### src/rtl/adder_seq_ctrl_if.sv
// Operand/result handshake bundle for the nibble-serial add/subtract sequencer.
// The master drives operands and accepts results; the slave is the sequencer.
interface adder_seq_ctrl_if #(
  parameter int WIDTH = 16
);
  logic             in_valid;
  logic             in_ready;
  logic [WIDTH-1:0] a;
  logic [WIDTH-1:0] b;
  logic             c_in;
  logic             sub;
  logic             out_valid;
  logic             out_ready;
  logic [WIDTH-1:0] sum;
  logic             c_out;

  modport master (
    output in_valid, a, b, c_in, sub, out_ready,
    input  in_ready, out_valid, sum, c_out
  );

  modport slave (
    input  in_valid, a, b, c_in, sub, out_ready,
    output in_ready, out_valid, sum, c_out
  );
endinterface

### src/rtl/adder_seq_ctrl.sv
// Nibble-serial WIDTH-bit add/subtract: one 4-bit adder reused LSB nibble first,
// with the inter-nibble carry held in a register between cycles.
module full_adder4 (
  input  logic [3:0] a,
  input  logic [3:0] b,
  input  logic       c_in,
  output logic [3:0] sum,
  output logic       c_out
);
  assign {c_out, sum} = {1'b0, a} + {1'b0, b} + {4'b0000, c_in};
endmodule

module adder_seq_ctrl #(
  parameter int WIDTH = 16
) (
  input  logic            clk,
  input  logic            rst,
  adder_seq_ctrl_if.slave bus
);
  localparam int NIBBLES = WIDTH / 4;
  localparam int IDX_W   = (NIBBLES > 1) ? $clog2(NIBBLES) : 1;
  localparam logic [IDX_W-1:0] LAST_IDX = IDX_W'(NIBBLES - 1);

  typedef enum logic [1:0] {
    IDLE = 2'd0,
    RUN  = 2'd1,
    DONE = 2'd2
  } state_t;

  state_t           state_reg;
  logic [IDX_W-1:0] idx_reg;
  logic             carry_reg;
  logic [WIDTH-1:0] a_reg;
  logic [WIDTH-1:0] b_reg;
  logic [WIDTH-1:0] result_reg;
  logic             in_ready_reg;
  logic             out_valid_reg;

  logic [3:0]       slice_sum;
  logic             slice_carry;

  full_adder4 u_fa (
    .a     (a_reg[{idx_reg, 2'b00} +: 4]),
    .b     (b_reg[{idx_reg, 2'b00} +: 4]),
    .c_in  (carry_reg),
    .sum   (slice_sum),
    .c_out (slice_carry)
  );

  always_ff @(posedge clk or posedge rst) begin
    if (rst) begin
      state_reg     <= IDLE;
      idx_reg       <= '0;
      carry_reg     <= 1'b0;
      a_reg         <= '0;
      b_reg         <= '0;
      result_reg    <= '0;
      in_ready_reg  <= 1'b1;
      out_valid_reg <= 1'b0;
    end else begin
      case (state_reg)
        IDLE: begin
          if (bus.in_valid) begin
            // Subtraction is a + ~b + 1, so invert b and force the first carry.
            a_reg        <= bus.a;
            b_reg        <= bus.sub ? ~bus.b : bus.b;
            carry_reg    <= bus.sub ? 1'b1 : bus.c_in;
            idx_reg      <= '0;
            result_reg   <= '0;
            in_ready_reg <= 1'b0;
            state_reg    <= RUN;
          end
        end
        RUN: begin
          result_reg[{idx_reg, 2'b00} +: 4] <= slice_sum;
          carry_reg                         <= slice_carry;
          if (idx_reg == LAST_IDX) begin
            // Wrap instead of running past the last nibble so the adder
            // inputs never select outside the operand while parked in DONE.
            idx_reg       <= '0;
            out_valid_reg <= 1'b1;
            state_reg     <= DONE;
          end else begin
            idx_reg <= idx_reg + 1'b1;
          end
        end
        DONE: begin
          if (bus.out_ready) begin
            out_valid_reg <= 1'b0;
            in_ready_reg  <= 1'b1;
            state_reg     <= IDLE;
          end
        end
        default: begin
          out_valid_reg <= 1'b0;
          in_ready_reg  <= 1'b1;
          state_reg     <= IDLE;
        end
      endcase
    end
  end

  assign bus.in_ready  = in_ready_reg;
  assign bus.out_valid = out_valid_reg;
  assign bus.sum       = result_reg;
  assign bus.c_out     = carry_reg;
endmodule

### src/flat_wrapper.sv
// flat-port wrapper written by rule: the top's interface ports become plain ports
module adder_seq_ctrl_flat 
#(
  parameter int WIDTH = 16
)
  (clk, rst, bus_in_valid, bus_a, bus_b, bus_c_in, bus_sub, bus_out_ready, bus_in_ready, bus_out_valid, bus_sum, bus_c_out);
  adder_seq_ctrl_if #(.WIDTH(WIDTH)) bus_i ();
  input  logic clk;
  input  logic rst;
  input wire logic [$bits(bus_i.in_valid)-1:0] bus_in_valid;
  input wire logic [$bits(bus_i.a)-1:0] bus_a;
  input wire logic [$bits(bus_i.b)-1:0] bus_b;
  input wire logic [$bits(bus_i.c_in)-1:0] bus_c_in;
  input wire logic [$bits(bus_i.sub)-1:0] bus_sub;
  input wire logic [$bits(bus_i.out_ready)-1:0] bus_out_ready;
  output wire logic [$bits(bus_i.in_ready)-1:0] bus_in_ready;
  output wire logic [$bits(bus_i.out_valid)-1:0] bus_out_valid;
  output wire logic [$bits(bus_i.sum)-1:0] bus_sum;
  output wire logic [$bits(bus_i.c_out)-1:0] bus_c_out;
  assign bus_i.in_valid = bus_in_valid;
  assign bus_i.a = bus_a;
  assign bus_i.b = bus_b;
  assign bus_i.c_in = bus_c_in;
  assign bus_i.sub = bus_sub;
  assign bus_i.out_ready = bus_out_ready;
  assign bus_in_ready = bus_i.in_ready;
  assign bus_out_valid = bus_i.out_valid;
  assign bus_sum = bus_i.sum;
  assign bus_c_out = bus_i.c_out;
  adder_seq_ctrl #(.WIDTH(WIDTH)) u_core (.clk(clk), .rst(rst), .bus(bus_i));
endmodule
### config.mk
export PLATFORM = sky130hd
export DESIGN_NAME = adder_seq_ctrl_flat
export DESIGN_NICKNAME = d
export VERILOG_FILES = /design/src/rtl/adder_seq_ctrl_if.sv /design/src/rtl/adder_seq_ctrl.sv /design/src/flat_wrapper.sv
export SDC_FILE = /design/constraint.sdc
export NUM_CORES = 1
export LEC_CHECK = 0
export BUFFER_PORTS_ARGS = -buffer_cell sky130_fd_sc_hd__buf_2
export CAP_MARGIN = 0
export CORE_MARGIN = 5
export CORE_UTILIZATION = 54
export CTS_BUF_LIST = sky130_fd_sc_hd__clkbuf_16
export DETAILED_ROUTE_END_ITERATION = 6
export PLACE_DENSITY = 0.83
export SLEW_MARGIN = 20
export SYNTH_ARGS = -nofsm -noshare
export SYNTH_HDL_FRONTEND = slang
export SYNTH_HIERARCHICAL = 1
export SYNTH_SLANG_ARGS = --single-unit
### constraint.sdc
create_clock -name clk -period 3.4 [get_ports clk]
set_clock_uncertainty 0.1 [all_clocks]
set_input_delay 0.68 -clock clk [delete_from_list [all_inputs] [get_ports clk]]
set_output_delay 0.68 -clock clk [all_outputs]
set_load 0.02 [all_outputs]
; Word-level counts from Yosys, hierarchy flattened
; Cells that the tools add are included.
[classes]
n_reduce_logical = 7
addsub = 4
n_eq_ne = 6
muxes = 20
n_shift = 4
bitwise_logic = 3
[op_table]
columns = operator, count
row1 = $mux 16, 2
row2 = $pmux 16 s2, 1
row3 = $shiftx 16x5->4, 2
row4 = $bwmux 16, 1
row5 = $not 16->16, 1
row6 = $shift 4x6->16 const A, 1
row7 = $shiftx 4x6->16, 1
row8 = $mux 2, 5
row9 = $reduce_and 3->1, 3
row10 = $mux 1, 6
row11 = $neg 4->6, 1
row12 = $pmux 1 s3, 2
row13 = $pmux 2 s3, 1
row14 = $add 4x4->5, 1
row15 = $add 5x1->5, 1
row16 = $eq 2x2->1 const B, 2
row17 = $ne 2x2->1 const B, 2
row18 = $pmux 2 s2, 1
row19 = $reduce_and 2->1, 2
row20 = $add 2x1->2 const B, 1
row21 = $eq 2x1->1 const B, 1
row22 = $logic_not 2->1, 1
row23 = $ne 2x1->1 const B, 1
row24 = $not 1->1, 2
row25 = 2 further kinds, 2
[word_totals]
wordCells = 52
regBits = 55
out_inout_bits = 19
input_bits = 38

; Depth between registers and ports, before layout
[logic_depth]
depth_word = 6
depth_mapped = 9
ltp_nobuf = 8

; Modules after synthesis
; The synthesis kept the hierarchy.
[modules_own_cells]
columns = mod, area_each_um2, seq_area_each_um2, cells_per_inst, n_inst
row1 = adder_seq_ctrl, 2555.0, 1377.6, 196, 1
row2 = full_adder4, 143.9, 0.0, 16, 1

; Worst setup path after synthesis
; Ideal clock, no wire load.
[synth_timing]
path_type = reg2reg
startpoint = reg u_core.idx_reg[0]
endpoint = reg u_core.carry_reg, in the netlist u_core/bus.c_out
period_less_slack_ps = 2756
setup_time_ps = 126
path_slack_ps = 644
n_path_buf = 1
t_arrival_ps = 2530
required_ps = 3174
path_stages_with_launch = 10
path_cell_list = dfrtp_1 > buf_2 > mux4_2 > fa_1 > inv_1 > fa_1 > nor2b_1 > o21ai_0 > nand2b_1 > a221o_1
[synth_between]
elab_chain_cells = 4
elab_cells_between_ends = 5
cone_classes = add/sub (2) / shift (2) / mux (1)
[synth_rtl]
columns = item, line
row1 = "start, declared", adder_seq_ctrl.sv:31  ; logic [IDX_W-1:0] idx_reg;
row2 = "start signal, assigned", adder_seq_ctrl.sv:84  ; idx_reg <= idx_reg + 1'b1;
row3 = "$shiftx 16x5->4, on equally long branches", "adder_seq_ctrl.sv:43, adder_seq_ctrl.sv:44"
row4 = $add 4x4->5 *, adder_seq_ctrl.sv:10  ; assign {c_out, sum} = {1'b0, a} + {1'b0, b} + {4'b0000, c_in};
row5 = $add 5x1->5 *, adder_seq_ctrl.sv:10
row6 = net u_core.slice_carry, adder_seq_ctrl.sv:40  ; logic slice_carry;
row7 = $pmux 1 s2 *, adder_seq_ctrl.sv:61  ; case (state_reg)
row8 = "end signal, assigned", adder_seq_ctrl.sv:67  ; carry_reg <= bus.sub ? 1'b1 : bus.c_in;
row9 = "end signal, assigned", adder_seq_ctrl.sv:76  ; carry_reg <= slice_carry;
row10 = "end, declared", adder_seq_ctrl.sv:32  ; logic carry_reg;
; Mark *: on every way through the listed nets, which the timed path passes. The rest lies on a longest branch.
; A chain may end at the register's enable or synchronous reset.

; Worst setup path after layout
; Same ends and word-level chain as after synthesis.

==> flow_metrics.py <==
metrics = {
    "worst_setup_path": {
        "cp_num_cells": 8,
        "path_cells": "mux4_2 > fa_1 > inv_1 > fa_1 > nor2b_1 > o21ai_0 > nand2b_1 > a221o_1",
        "ff2ff_setup_slack_ns": 0.55,
        "timing.rr.end": "u_core/bus.c_out$_DFFE_PP0P_",
        "path_class": "reg2reg",
        "worstPathRequired_ns": 3.47,
        "max_stage_delay_ns": 0.63,
        "critPathMostFrequentCell": "fa_1",
        "rr_worst_depth": 8,
        "startpoint_type": "flop",
        "endpoint": "u_core/bus.c_out$_DFFE_PP0P_",
        "cp-end-kind": "flop",
        "critical_path_arrival_ns": 2.93,
        "path_delay_family": "adder cells",
        "r2r_start": "u_core/idx_reg[0]$_DFFE_PP0P_",
        "cp-startpoint": "u_core/idx_reg[0]$_DFFE_PP0P_",
        "critPathMaxFanout": 8,
        "slowest_stage": "dfrtp_1",
        "crit_buf_inv": 1,
    },
    "timing": {
        "setup_tns_ns": 0,
        "fin_crit_sh": 0.840,
        "finalMaxSlewViolations": 0,
        "slew_headroom": 0.380,
        "fmax_ghz": 0.350,
        "hold_viol_final": 0,
        "setup-violations-final": 0,
        "min_period_ns": 2.85,
        "tightestPinTransition_ns": 0.929,
        "rsz0062_at_grt": "no",
    },
    "clocking": {
        "cts_htree_levels": 2,
        "clk_path_buf_depth": 2,
        "cts_made_buffers": 5,
        "clk_pin_slew_ns": 0.07,
        "cts_sinks": 55,
        "cts_setup_buffers": 0,
        "insertion_delay_ns": 0.29,
        "cts_hold_buf": 0,
        "cts-root-buf": "clkbuf_16",
        "cts_tree": "yes",
        "cts.repair.resized": 0,
    },
    "yosys": {
        "synth.avg_cell_area_um2": 12.7,
        "syn_inst": 212,
        "syn_area_mm2": 0.00270,
        "yosysWarnings": 6,
        "ys_types": 28,
        "syn_nets": 261,
        "synth_seq_cells": 55,
        "seq_area_frac_synth": 0.510,
    },
    "drt": {
        "drtPass1Iterations": 4,
        "drc": 0,
        "dr.first_iter.drc_count": 98,
        "vias_per_cell": 5.39,
        "via_count": 1800,
        "routed_wl_mm": 5.27,
        "wl_per_cell_um": 15.8,
        "final_antenna_net_count": 0,
    },
    "global_routing": {
        "antenna_found_initial": 0,
        "grt_max_degree": 56,
        "grt_pass1_wl_mm": 8.98,
        "grt_overflow": 0,
        "grt_pass1_vias": 1874,
        "grt.total_usage": 0.181,
    },
    "final_layout": {
        "syn_to_final_growth_pct": 18.8,
        "antenna_cells": 0,
        "ff_latch_area_mm2": 0.00138,
        "multi_input_area_mm2": 0.00123,
        "nNetsFinal": 315,
        "fill_cells": 366,
        "drive_above_1_share": 0.348,
    },
    "placement": {
        "dp_hpwl_mm": 3.81,
        "place.gp.congestion": 0.795,
        "io_buffers": 56,
    },
    "floorplanning": {
        "rows": 25,
        "die_w_um": 80.7,
        "io_pins": 57,
        "initial_core_util": 0.564,
        "core_area_mm2": 0.00479,
        "die_h_um": 80.7,
        "dieArea_mm2": 0.00651,
    },
    "power_and_ir_drop": {
        "p_leak_uw": 0.00150,
        "power_density_mw_per_mm2": 1110,
        "power_uw": 3540,
        "ir_worst_vdd_mv": 0.564,
    },
    "hold_path": {
        "hold_path_class": "reg2reg",
    },
    "flow_run": {
        "drv_cap": 0,
    },
    "status": {
        "outcome": "complete, no violations",
    },
}
cell usage after synthesis, drive strengths merged:
library cell  count  area share
dfstp             1      0.0097
clkbuf            1      0.0014
nand2b            4      0.0093
a221o             1      0.0037
inv               8       0.011
buf              10       0.021
ha                9       0.042
a21oi            19       0.037
o21a              1      0.0028
mux4              8       0.067
xnor2            18       0.058
nor2             19       0.026
mux2             16       0.067
nor3              1      0.0019
nor4              3       0.020
nor2b             2      0.0046
nand4bb           1      0.0042
nand2             6      0.0083
dfrtp            54        0.50
o21ai             2      0.0037
fa                2       0.015
a22o             19       0.062
a21o              6       0.017
nor3b             1      0.0070
worst min path at each step:
stage,startpoint,to,slack (ns),depth (start not counted)
detailed placement,u_core/bus.in_ready$_DFFE_PP1P_,u_core/bus.in_ready$_DFFE_PP1P_,0.36,2
finish,u_core/bus.in_ready$_DFFE_PP1P_,u_core/bus.in_ready$_DFFE_PP1P_,0.36,2
global route,u_core/bus.in_ready$_DFFE_PP1P_,u_core/bus.in_ready$_DFFE_PP1P_,0.38,2
floorplan,u_core/a_reg[15]$_DFFE_PP0P_,u_core/a_reg[15]$_DFFE_PP0P_,0.35,1
CTS,u_core/bus.in_ready$_DFFE_PP1P_,u_core/bus.in_ready$_DFFE_PP1P_,0.36,2
global placement,u_core/bus.in_ready$_DFFE_PP1P_,u_core/bus.in_ready$_DFFE_PP1P_,0.35,2
power breakdown:
part	total (uW)	switching (uW)	internal (uW)
logic	1720	950	766
registers	1180	233	949
clock network	645	225	419
total	3540	1410	2130
kinds of logic (layout without fill, tap and decap cells):
kind of cell	Yosys count	count (layout)	synth area share
and+or+nand+nor	37	37	0.0821
DFF	55	55	0.510
adders and majority gates	11	11	0.0566
xor gates and xnor gates	18	18	0.0584
buffers and inverters	19	74	0.0338
muxes	24	24	0.134
AOI/OAI and AO/OA	48	48	0.125
cell type report:
type	instances	area share
Clock inverter	3	0.0199
Clock buffer	5	0.0390
Sequential cell	55	0.430
Timing Repair Buffer	58	0.0921
Inverter	8	0.00975
Tap cell	67	0.0261
Multi-Input combinational cell	138	0.384
layer usage:
layer	up-vias	track usage	part of all wire
met4	0	0.0507	0.0087
met1	891	0.229	0.42
li1	859	-	-
met5	-	0	0
met2	46	0.303	0.52
met3	4	0.0504	0.052
worst register-to-register path, stage by stage, from the launching register on:
cell	delay (ns)
dfrtp_1	0.63
mux4_2	0.60
fa_1	0.46
inv_1	0.08
fa_1	0.21
nor2b_1	0.05
o21ai_0	0.20
nand2b_1	0.09
a221o_1	0.31
through the flow:
step                       util  instance area [um2]  setup slack (ns)  cells  hold slack, ns
final                     0.670                 3210             0.545    334           0.358
after CTS                 0.670                 3210             0.518    334           0.360
after detailed placement  0.630                 3020             0.552    326           0.358
after global routing      0.670                 3210             0.349    334           0.382
after floorplan               -                 2700             0.644    212           0.353
after global placement    0.630                 3020             0.721    326           0.352
cell usage in the layout (no fill, tap or decap), types with 2 or more instances in the layout:
master     count
nor2_1        19
mux2_2        13
nand2_1        6
mux2_1         3
ha_1           9
inv_1          8
clkbuf_16      5
buf_2         56
nor2b_1        2
nor4_4         2
nand2b_1       4
a21oi_1       18
mux4_2         8
a22o_1        19
fa_1           2
dfrtp_1       54
buf_4          2
bufinv_16      2
o21ai_0        2
xnor2_1       18
a21o_1         6
Note: power is estimated with default switching activity, not from simulation.
